**config.mk**
```make
export PLATFORM = sky130hd
export DESIGN_NAME = rv_mc_ctl
export DESIGN_NICKNAME = d
export VERILOG_FILES = /design/src/rtl/rv_mc_ctl.sv
export SDC_FILE = /design/constraint.sdc
export NUM_CORES = 1
export LEC_CHECK = 0
export BUFFER_PORTS_ARGS = -buffer_cell sky130_fd_sc_hd__buf_2
export CAP_MARGIN = 20
export CORE_MARGIN = 3
export CORE_UTILIZATION = 51
export CTS_CLUSTER_DIAMETER = 50
export DETAILED_ROUTE_END_ITERATION = 6
export GPL_ROUTABILITY_DRIVEN = 0
export PLACE_DENSITY = 0.82
export SYNTH_ARGS = -nofsm -noshare
export SYNTH_HDL_FRONTEND = slang
export SYNTH_SLANG_ARGS = --single-unit
```
**constraint.sdc**
```tcl
create_clock -name clk -period 2.4 [get_ports clk]
set_input_delay 0.12 -clock clk [delete_from_list [all_inputs] [get_ports clk]]
set_output_delay 0.12 -clock clk [all_outputs]
set_load 0.02 [all_outputs]
```
**src/rtl/rv_mc_ctl.sv**
```systemverilog
// Multicycle FETCH/DECODE/EXEC/MEM/WB control sequencer for the RV32I core.
// Optional RV_MC_CTL_ILLEGAL_TRAP_EN: unknown opcodes trap to ERR instead of retiring as NOP.
module rv_mc_ctl #(
    parameter int unsigned TIMEOUT_CYCLES = 16,
    parameter int unsigned CNT_W          = 5,
    parameter int unsigned RET_W          = 32
) (
    input  logic             clk,
    input  logic             rst_n,
    input  logic [31:0]      instr,
    input  logic             imem_ack,
    input  logic             dmem_ack,
    input  logic             branch_taken,
    input  logic             stall,
    output logic             imem_req,
    output logic             ir_we,
    output logic             dmem_req,
    output logic             dmem_we,
    output logic             pc_we,
    output logic             pc_sel,
    output logic             reg_write,
    output logic             mem_to_reg,
    output logic             alu_src,
    output logic [1:0]       alu_op,
    output logic [1:0]       u_sel,
    output logic [2:0]       bj_type,
    output logic             fault,
    output logic [RET_W-1:0] retired
`ifdef RV_MC_CTL_ILLEGAL_TRAP_EN
    ,
    output logic             illegal
`endif
);

    typedef enum logic [2:0] {S_FETCH, S_DECODE, S_EXEC, S_MEM, S_WB, S_ERR} state_t;
    typedef enum logic [2:0] {C_ALU, C_LOAD, C_STORE, C_BRANCH, C_JUMP, C_BAD} cls_t;

    localparam logic [CNT_W-1:0] CNT_MAX = CNT_W'(TIMEOUT_CYCLES - 1);

    state_t           state, state_nx;
    cls_t             cls, d_cls;
    logic [CNT_W-1:0] cnt;
    logic             cnt_clr, cnt_inc, retire, to_err;
    logic             d_m2r, d_src;
    logic [1:0]       d_op, d_u;
    logic [2:0]       d_bj;
    logic             unused_instr;
`ifdef RV_MC_CTL_ILLEGAL_TRAP_EN
    logic             trap;
`endif

    assign unused_instr = ^{instr[31:15], instr[11:7]};

    always_comb begin
        d_m2r = 1'b0;
        d_src = 1'b0;
        d_op  = 2'b00;
        d_u   = 2'b00;
        d_bj  = 3'b010;
        d_cls = C_ALU;
        case (instr[6:0])
            7'b0110011: d_cls = C_ALU;
            7'b0010011: begin d_op = 2'b01; d_src = 1'b1; end
            7'b0000011: begin d_m2r = 1'b1; d_src = 1'b1; d_cls = C_LOAD; end
            7'b0100011: begin d_src = 1'b1; d_cls = C_STORE; end
            7'b1100011: begin d_bj = instr[14:12]; d_cls = C_BRANCH; end
            7'b1101111,
            7'b1100111: begin d_bj = 3'b011; d_src = 1'b1; d_cls = C_JUMP; end
            7'b0110111: begin d_op = 2'b10; d_src = 1'b1; d_u = 2'b01; end
            7'b0010111: begin d_op = 2'b10; d_src = 1'b1; d_u = 2'b10; end
            default:    begin d_op = 2'b11; d_cls = C_BAD; end
        endcase
    end

    always_comb begin
        state_nx  = state;
        imem_req  = 1'b0;
        ir_we     = 1'b0;
        dmem_req  = 1'b0;
        dmem_we   = 1'b0;
        pc_we     = 1'b0;
        pc_sel    = 1'b0;
        reg_write = 1'b0;
        cnt_clr   = 1'b0;
        cnt_inc   = 1'b0;
        retire    = 1'b0;
        to_err    = 1'b0;
`ifdef RV_MC_CTL_ILLEGAL_TRAP_EN
        trap      = 1'b0;
`endif
        case (state)
            S_FETCH: begin
                // State idles in FETCH under reset; keep the request low there.
                imem_req = rst_n;
                if (imem_ack) begin
                    ir_we    = 1'b1;
                    cnt_clr  = 1'b1;
                    state_nx = S_DECODE;
                end else if (cnt == CNT_MAX) begin
                    to_err   = 1'b1;
                    state_nx = S_ERR;
                end else begin
                    cnt_inc  = 1'b1;
                end
            end
            S_DECODE: state_nx = S_EXEC;
            S_EXEC: begin
                case (cls)
                    C_LOAD, C_STORE: state_nx = S_MEM;
                    C_BRANCH: begin
                        pc_sel   = branch_taken;
                        pc_we    = 1'b1;
                        retire   = 1'b1;
                        state_nx = S_FETCH;
                    end
                    C_JUMP: begin
                        pc_sel   = 1'b1;
                        state_nx = S_WB;
                    end
                    C_BAD: begin
`ifdef RV_MC_CTL_ILLEGAL_TRAP_EN
                        trap     = 1'b1;
                        to_err   = 1'b1;
                        state_nx = S_ERR;
`else
                        pc_we    = 1'b1;
                        retire   = 1'b1;
                        state_nx = S_FETCH;
`endif
                    end
                    default: state_nx = S_WB;
                endcase
            end
            S_MEM: begin
                dmem_req = 1'b1;
                dmem_we  = (cls == C_STORE);
                if (dmem_ack) begin
                    cnt_clr = 1'b1;
                    if (cls == C_STORE) begin
                        pc_we    = 1'b1;
                        retire   = 1'b1;
                        state_nx = S_FETCH;
                    end else begin
                        state_nx = S_WB;
                    end
                end else if (cnt == CNT_MAX) begin
                    to_err   = 1'b1;
                    state_nx = S_ERR;
                end else begin
                    cnt_inc  = 1'b1;
                end
            end
            S_WB: begin
                reg_write = 1'b1;
                pc_we     = 1'b1;
                pc_sel    = (cls == C_JUMP);
                retire    = 1'b1;
                state_nx  = S_FETCH;
            end
            default: state_nx = S_ERR;
        endcase
        // Stall overrides everything that would change state; requests stay up,
        // so an ack seen while stalled is simply dropped.
        if (stall) begin
            state_nx  = state;
            ir_we     = 1'b0;
            pc_we     = 1'b0;
            reg_write = 1'b0;
            cnt_clr   = 1'b0;
            cnt_inc   = 1'b0;
            retire    = 1'b0;
            to_err    = 1'b0;
`ifdef RV_MC_CTL_ILLEGAL_TRAP_EN
            trap      = 1'b0;
`endif
        end
    end

    always_ff @(posedge clk or negedge rst_n) begin
        if (!rst_n) begin
            state      <= S_FETCH;
            cls        <= C_ALU;
            cnt        <= '0;
            mem_to_reg <= 1'b0;
            alu_src    <= 1'b0;
            alu_op     <= '0;
            u_sel      <= '0;
            bj_type    <= '0;
            retired    <= '0;
            fault      <= 1'b0;
        end else begin
            state <= state_nx;
            if (cnt_clr)
                cnt <= '0;
            else if (cnt_inc)
                cnt <= cnt + CNT_W'(1);
            if (state == S_DECODE && !stall) begin
                cls        <= d_cls;
                mem_to_reg <= d_m2r;
                alu_src    <= d_src;
                alu_op     <= d_op;
                u_sel      <= d_u;
                bj_type    <= d_bj;
            end
            if (retire)
                retired <= retired + RET_W'(1);
            if (to_err)
                fault <= 1'b1;
        end
    end

`ifdef RV_MC_CTL_ILLEGAL_TRAP_EN
    always_ff @(posedge clk or negedge rst_n) begin
        if (!rst_n)
            illegal <= 1'b0;
        else if (trap)
            illegal <= 1'b1;
    end
`endif

endmodule

```
=== Yosys cells after proc, flatten, opt, wreduce, memory -nomap -nowiden ===
Cells that the tools add are included.

* Word-level logic and storage cells: 84
* Bits of input ports: 38
* Register bits after elaboration: 53
* Output and inout port bits: 49

* Mux-type cells: 42
* Equality and inequality tests: 19
* Reductions and logical operators: 11
* Add/subtract/negate cells: 2

{| class="wikitable"
|+ Operators by type and width
! cell !! number
|-
| 32-bit by 1-bit adder with 32-bit output (second input constant) || 1
|-
| 3-bit case mux with 5 select lines || 2
|-
| 1-bit 2-to-1 mux || 24
|-
| 7-bit by 6-bit == test with 1-bit output (second input constant) || 3
|-
| 7-bit == test (second input constant) || 3
|-
| 7-bit by 5-bit == test with 1-bit output (second input constant) || 2
|-
| 3-bit by 2-bit == test with 1-bit output (second input constant) || 4
|-
| 3-bit 2-to-1 mux || 4
|-
| 3-bit case mux with 2 select lines || 2
|-
| 5-bit 2-to-1 mux || 2
|-
| 1-bit case mux with 2 select lines || 5
|-
| 3-bit == test (second input constant) || 3
|-
| 2-bit OR reduction || 4
|-
| 7-bit by 2-bit == test with 1-bit output (second input constant) || 1
|-
| 7-bit OR reduction || 1
|-
| 3-bit by 1-bit == test with 1-bit output (second input constant) || 2
|-
| 2-bit case mux with 3 select lines || 1
|-
| 6-bit OR reduction || 1
|-
| 5-bit by 1-bit adder with 5-bit output (second input constant) || 1
|-
| 5-bit by 4-bit == test with 1-bit output (second input constant) || 1
|-
| 2-bit case mux with 2 select lines || 1
|-
| 4-bit OR reduction || 1
|-
| 3-bit logical NOT || 1
|-
| 1-bit case mux with 3 select lines || 1
|-
| 3 further kinds || 3
|}

=== Depth between registers and ports, before layout ===
* Depth after elaboration: 7
* Depth in mapped cells: 7
* Mapped depth without buffers: 7

=== Worst setup path after synthesis ===
Ideal clock, no wire load.

* Kind: register to register
* Start: register state[1]
* End: register retired[24]
* Arrival: 1,910 ps
* Buffers on the path: 2
* Stages on the path, launching flop included: 8
* Required time: 2,270 ps
* Library setup time: 130 ps
* Slack: 360 ps
* Clock period less this slack: 2,040 ps
* Cells stage by stage: dfrtp_1 > buf_6 > nor4b_4 > a41oi_4 > a2111oi_4 > buf_6 > nand3_2 > xnor2_1

* Longest elaborated chain between the ends: 3
* Elaborated cells between the ends (all ways): 5
* Those cells by class: 3 x eq/ne; 2 x mux

{| class="wikitable"
|+ RTL lines
! what !! RTL line !! text
|-
| from (decl) || 40 || <nowiki>state_t state, state_nx;</nowiki>
|-
| from (signal assigned) || 192 || <nowiki>state <= state_nx;</nowiki>
|-
| 3-bit == test / 3-bit by 2-bit == test with 1-bit output (equally long branches) || 91 || <nowiki>case (state)</nowiki>
|-
| 1-bit case mux with 3 select lines (*) || 91 ||
|-
| 1-bit 2-to-1 mux (*) || 164 || <nowiki>if (stall) begin</nowiki>
|-
| to (signal assigned) || 206 || <nowiki>retired <= retired + RET_W'(1);</nowiki>
|-
| to (decl) || 28 || <nowiki>output logic [RET_W-1:0] retired</nowiki>
|}

Every way passes the cells marked *; elsewhere a longest branch is shown, timed or not.
A chain may end at the register's enable or synchronous reset.

=== Worst setup path in the final report ===
* Start: register state[1]
* End: register retired[20]

The elaborated chain is that of the path after synthesis.

==> impl_metrics.py <==
metrics = {
    "outcome": {
        "outcome": "finished, final reports clean",
    },
    "power": {
        "p_comb_share_pct": 31.9,
        "seq_power_share_pct": 44.8,
        "power.clock.fraction_pct": 23.2,
        "vdd_drop_max_uv": 480,
        "post-layout-total-power_mw": 2.62,
        "net-switching-power_uw": 965,
        "leakage_nw": 1.57,
        "pwr_density_cell_nw_per_um2": 781,
        "swShare_pct": 36.9,
        "internal_power_mw": 1.65,
    },
    "worst_setup_path": {
        "timing.critical_path.arrival_ps": 2330,
        "sequence_of_cells_on_the_critical_path": "and2b_1 -> nand4_2 -> a2111oi_4 -> buf_4 -> nand4_1 -> xnor2_1",
        "crit_path_buffers_inverters": 1,
        "critPathCaptureType": "flip-flop",
        "worstReg2RegEnd": "retired[20]",
        "slowest_stage": "dfrtp_1",
        "crit_path_required_time_ps": 2600,
        "r2r_cells": 6,
        "crit-reg2reg-launch": "state[1]",
        "rrSetupSlack_ps": 270,
        "path_delay_family": "simple AND/OR/NAND/NOR gates",
        "path_max_fanout": 12,
        "timing.critical_path.slowest_cell_delay_ps": 560,
        "critical_path_origin": "state[1]",
        "kind_of_launch_point_of_the_worst_setup_path": "flip-flop",
        "critPathKind": "flip-flop to flip-flop",
    },
    "sta": {
        "grt_setup_unrepaired": "no",
        "final.period_utilization_pct": 88.8,
        "final-hold-violation-count": 0,
        "achievable-frequency_mhz": 469,
        "max-slew-margin-rel_pct": 50.6,
        "max_slew.worst_pin.slew_ps": 735,
        "totalNegativeSetupSlack_ps": 0,
        "setup_viol": 0,
        "period_minus_slack_ps": 2130,
        "clk_skew_ps": 9.11,
        "timing.final.max_slew_violations": 0,
    },
    "clock_network": {
        "ctsRootBufferMaster": "clkbuf_8",
        "clock_sinks": 53,
        "number_of_gates_resized_after_cts": 0,
        "cts_htree_levels": 2,
        "clkTransAtPathRegs_ps": 100,
        "cts-buffers-inserted": 5,
        "clock_latency_ps": 310,
        "cts_max_path_buffers": 2,
        "cts_setup_buffers": 0,
        "cts.hold.buffers_added": 1,
        "tritoncts": "built",
    },
    "finish": {
        "antenna_cells": 0,
        "design.final.nets": 383,
        "drive_above_1_share_pct": 28.7,
        "largest_register_ff_count": 32,
        "largest_register_by_flop_count": "retired",
        "area_delta_synth_final_pct": 17.6,
        "layout_common_cells": "buf_2, dfrtp_1, xnor2_1, nand2_1, nand4_1",
        "layout.cells.non_filler": 412,
        "final_core_utilization_pct": 63.7,
        "reg_top3": "retired (32), cnt (5)",
        "most_common_cell_after_layout_fill_and_taps_aside": "buf_2",
    },
    "routing": {
        "routed_via_density": 5.42,
        "wirelength_per_cell_um": 14.7,
        "drt_iter0_markers": 156,
        "via_count": 2231,
        "drt_pass1_iterations": 4,
        "drt_wl_total_um": 6050,
        "drcViolationCount": 0,
        "number_of_nets_with_antenna_violations_after_detailed_routing": 0,
    },
    "logic_synthesis": {
        "postSynthNetCount": 315,
        "synth_simple_gate_area_share_pct": 24.5,
        "synth_compound_gate_area_share_pct": 11.6,
        "ys.flop_type": "dfrtp_1",
        "synth_edf_count": 0,
        "synth-adder-area-share_pct": 2.11,
        "synth-async-reset-ratio_pct": 100,
        "yosysSeqAreaShare_pct": 46.5,
        "post_synth_xor_area_fraction_pct": 10.8,
        "syn_area_um2": 2850,
        "yosys-mux-area-fraction_pct": 0.746,
        "synth.distinct_cells": 54,
        "synth-warning-count": 0,
        "synth_top_family_by_area": "simple AND/OR/NAND/NOR gates",
        "avgSynthCellArea_um2": 10.4,
        "syn_inst": 273,
        "ys_seq_elements": 53,
    },
    "grt": {
        "vias_in_the_first_global_route": 2117,
        "overall_routing_resource_usage_pct": 19.8,
        "grt_first_pass_wirelength_um": 10200,
        "overflow": 0,
        "grt_max_degree": 32,
        "antenna_found_initial": 0,
    },
    "worst_hold_path": {
        "whs_path_depth": 3,
        "holdPathEnd": "bj_type[1]",
        "hold_path_class": "input pin to flip-flop",
        "start_point_of_the_worst_min_delay_path": "instr[13]",
    },
    "place": {
        "post-dp-hpwl_um": 4560,
        "io_buffer_count": 64,
        "post-place-cells": 403,
    },
    "floorplanning": {
        "die_width_um": 80.8,
        "die_y_um": 80.8,
        "initial_utilization_pct": 54.1,
        "die-area_um2": 6520,
        "placementRows": 26,
        "io-pin-count": 87,
        "core_region_area_um2": 5270,
    },
    "job": {
        "maxCapViolations": 0,
    },
}
-- kinds of logic after synthesis --
logic type               Yosys count
AO/OA/AOI/OAI                     42
XOR/XNOR                          35
adder cells (fa/ha/maj)            5
buffers and inverters             19
flip-flops                        53
multiplexers                       2
AND/OR/NAND/NOR                  117
-- power groups by stage --
stage,clock network (mW),registers (mW),logic [mW]
finish,0.609,1.17,0.836
global route,0.660,1.20,0.941
CTS,0.625,1.17,0.844
detailed placement,0,1.19,0.840
global placement,0,1.18,0.813
floorplan,0,1.20,0.614
-- worst max-delay path by stage --
stage	to	cells past startpoint
after detailed placement	retired[20]	6
after CTS	retired[20]	6
after global placement	retired[20]	6
after floorplan	retired[24]	7
final	retired[20]	6
after global routing	retired[14]	6
-- tightest hold or removal path: stages --
cell	delay (ps)
buf_2	80
nor3_1	40
nor2_1	70
-- layout make-up --
| class | count | area [um2] |
|---|---|---|
| clock buffers | 6 | 72.6 |
| well taps | 70 | 87.6 |
| flip-flops and latches | 53 | 1330 |
| fillers | 482 | 1920 |
| multi-input cells | 201 | 1420 |
| repair buffers | 72 | 383 |
| clock inverters | 2 | 38.8 |
| inverters | 8 | 30.0 |
-- stage by stage --
stage                     area [um2]  hold slack [ps]  setup slack [ps]
after floorplan                 2850             -176               360
after global placement          3230              137               302
after detailed placement        3230              138               258
after CTS                       3350             51.9               259
after global routing            3350             51.2               113
final                           3350             56.9               270
-- routing by layer --
metal	vias up	track usage, %	routed length [um]
met3	6	3.99	243
met4	0	3.55	57
li1	1106	-	-
met2	49	32.0	2930
met5	-	0	0
met1	1070	27.9	2820
-- Yosys cell counts (all sizes together) (2+ instances only) --
cell / number / area share (%)
a21oi: 14 / 2.6
nand4: 15 / 3.5
nor4: 3 / 0.66
nor3: 6 / 1.1
nand2b: 2 / 0.70
nor2b: 2 / 0.44
dfrtp: 53 / 47
nor2: 13 / 1.7
nor4b: 2 / 1.1
and2b: 3 / 0.83
and2: 4 / 0.88
o21ai: 11 / 1.9
inv: 8 / 1.1
nand3b: 2 / 0.53
o31ai: 2 / 0.53
or3: 3 / 0.83
a2111oi: 2 / 1.9
xor2: 4 / 1.2
xnor2: 31 / 9.5
a31oi: 3 / 0.66
and3: 9 / 2.0
buf: 8 / 2.4
nand3: 19 / 4.6
and4: 3 / 0.92
nand2: 27 / 3.6
ha: 4 / 1.8
clkbuf: 3 / 0.39
No activity file was read; power rests on OpenSTA's default activity.
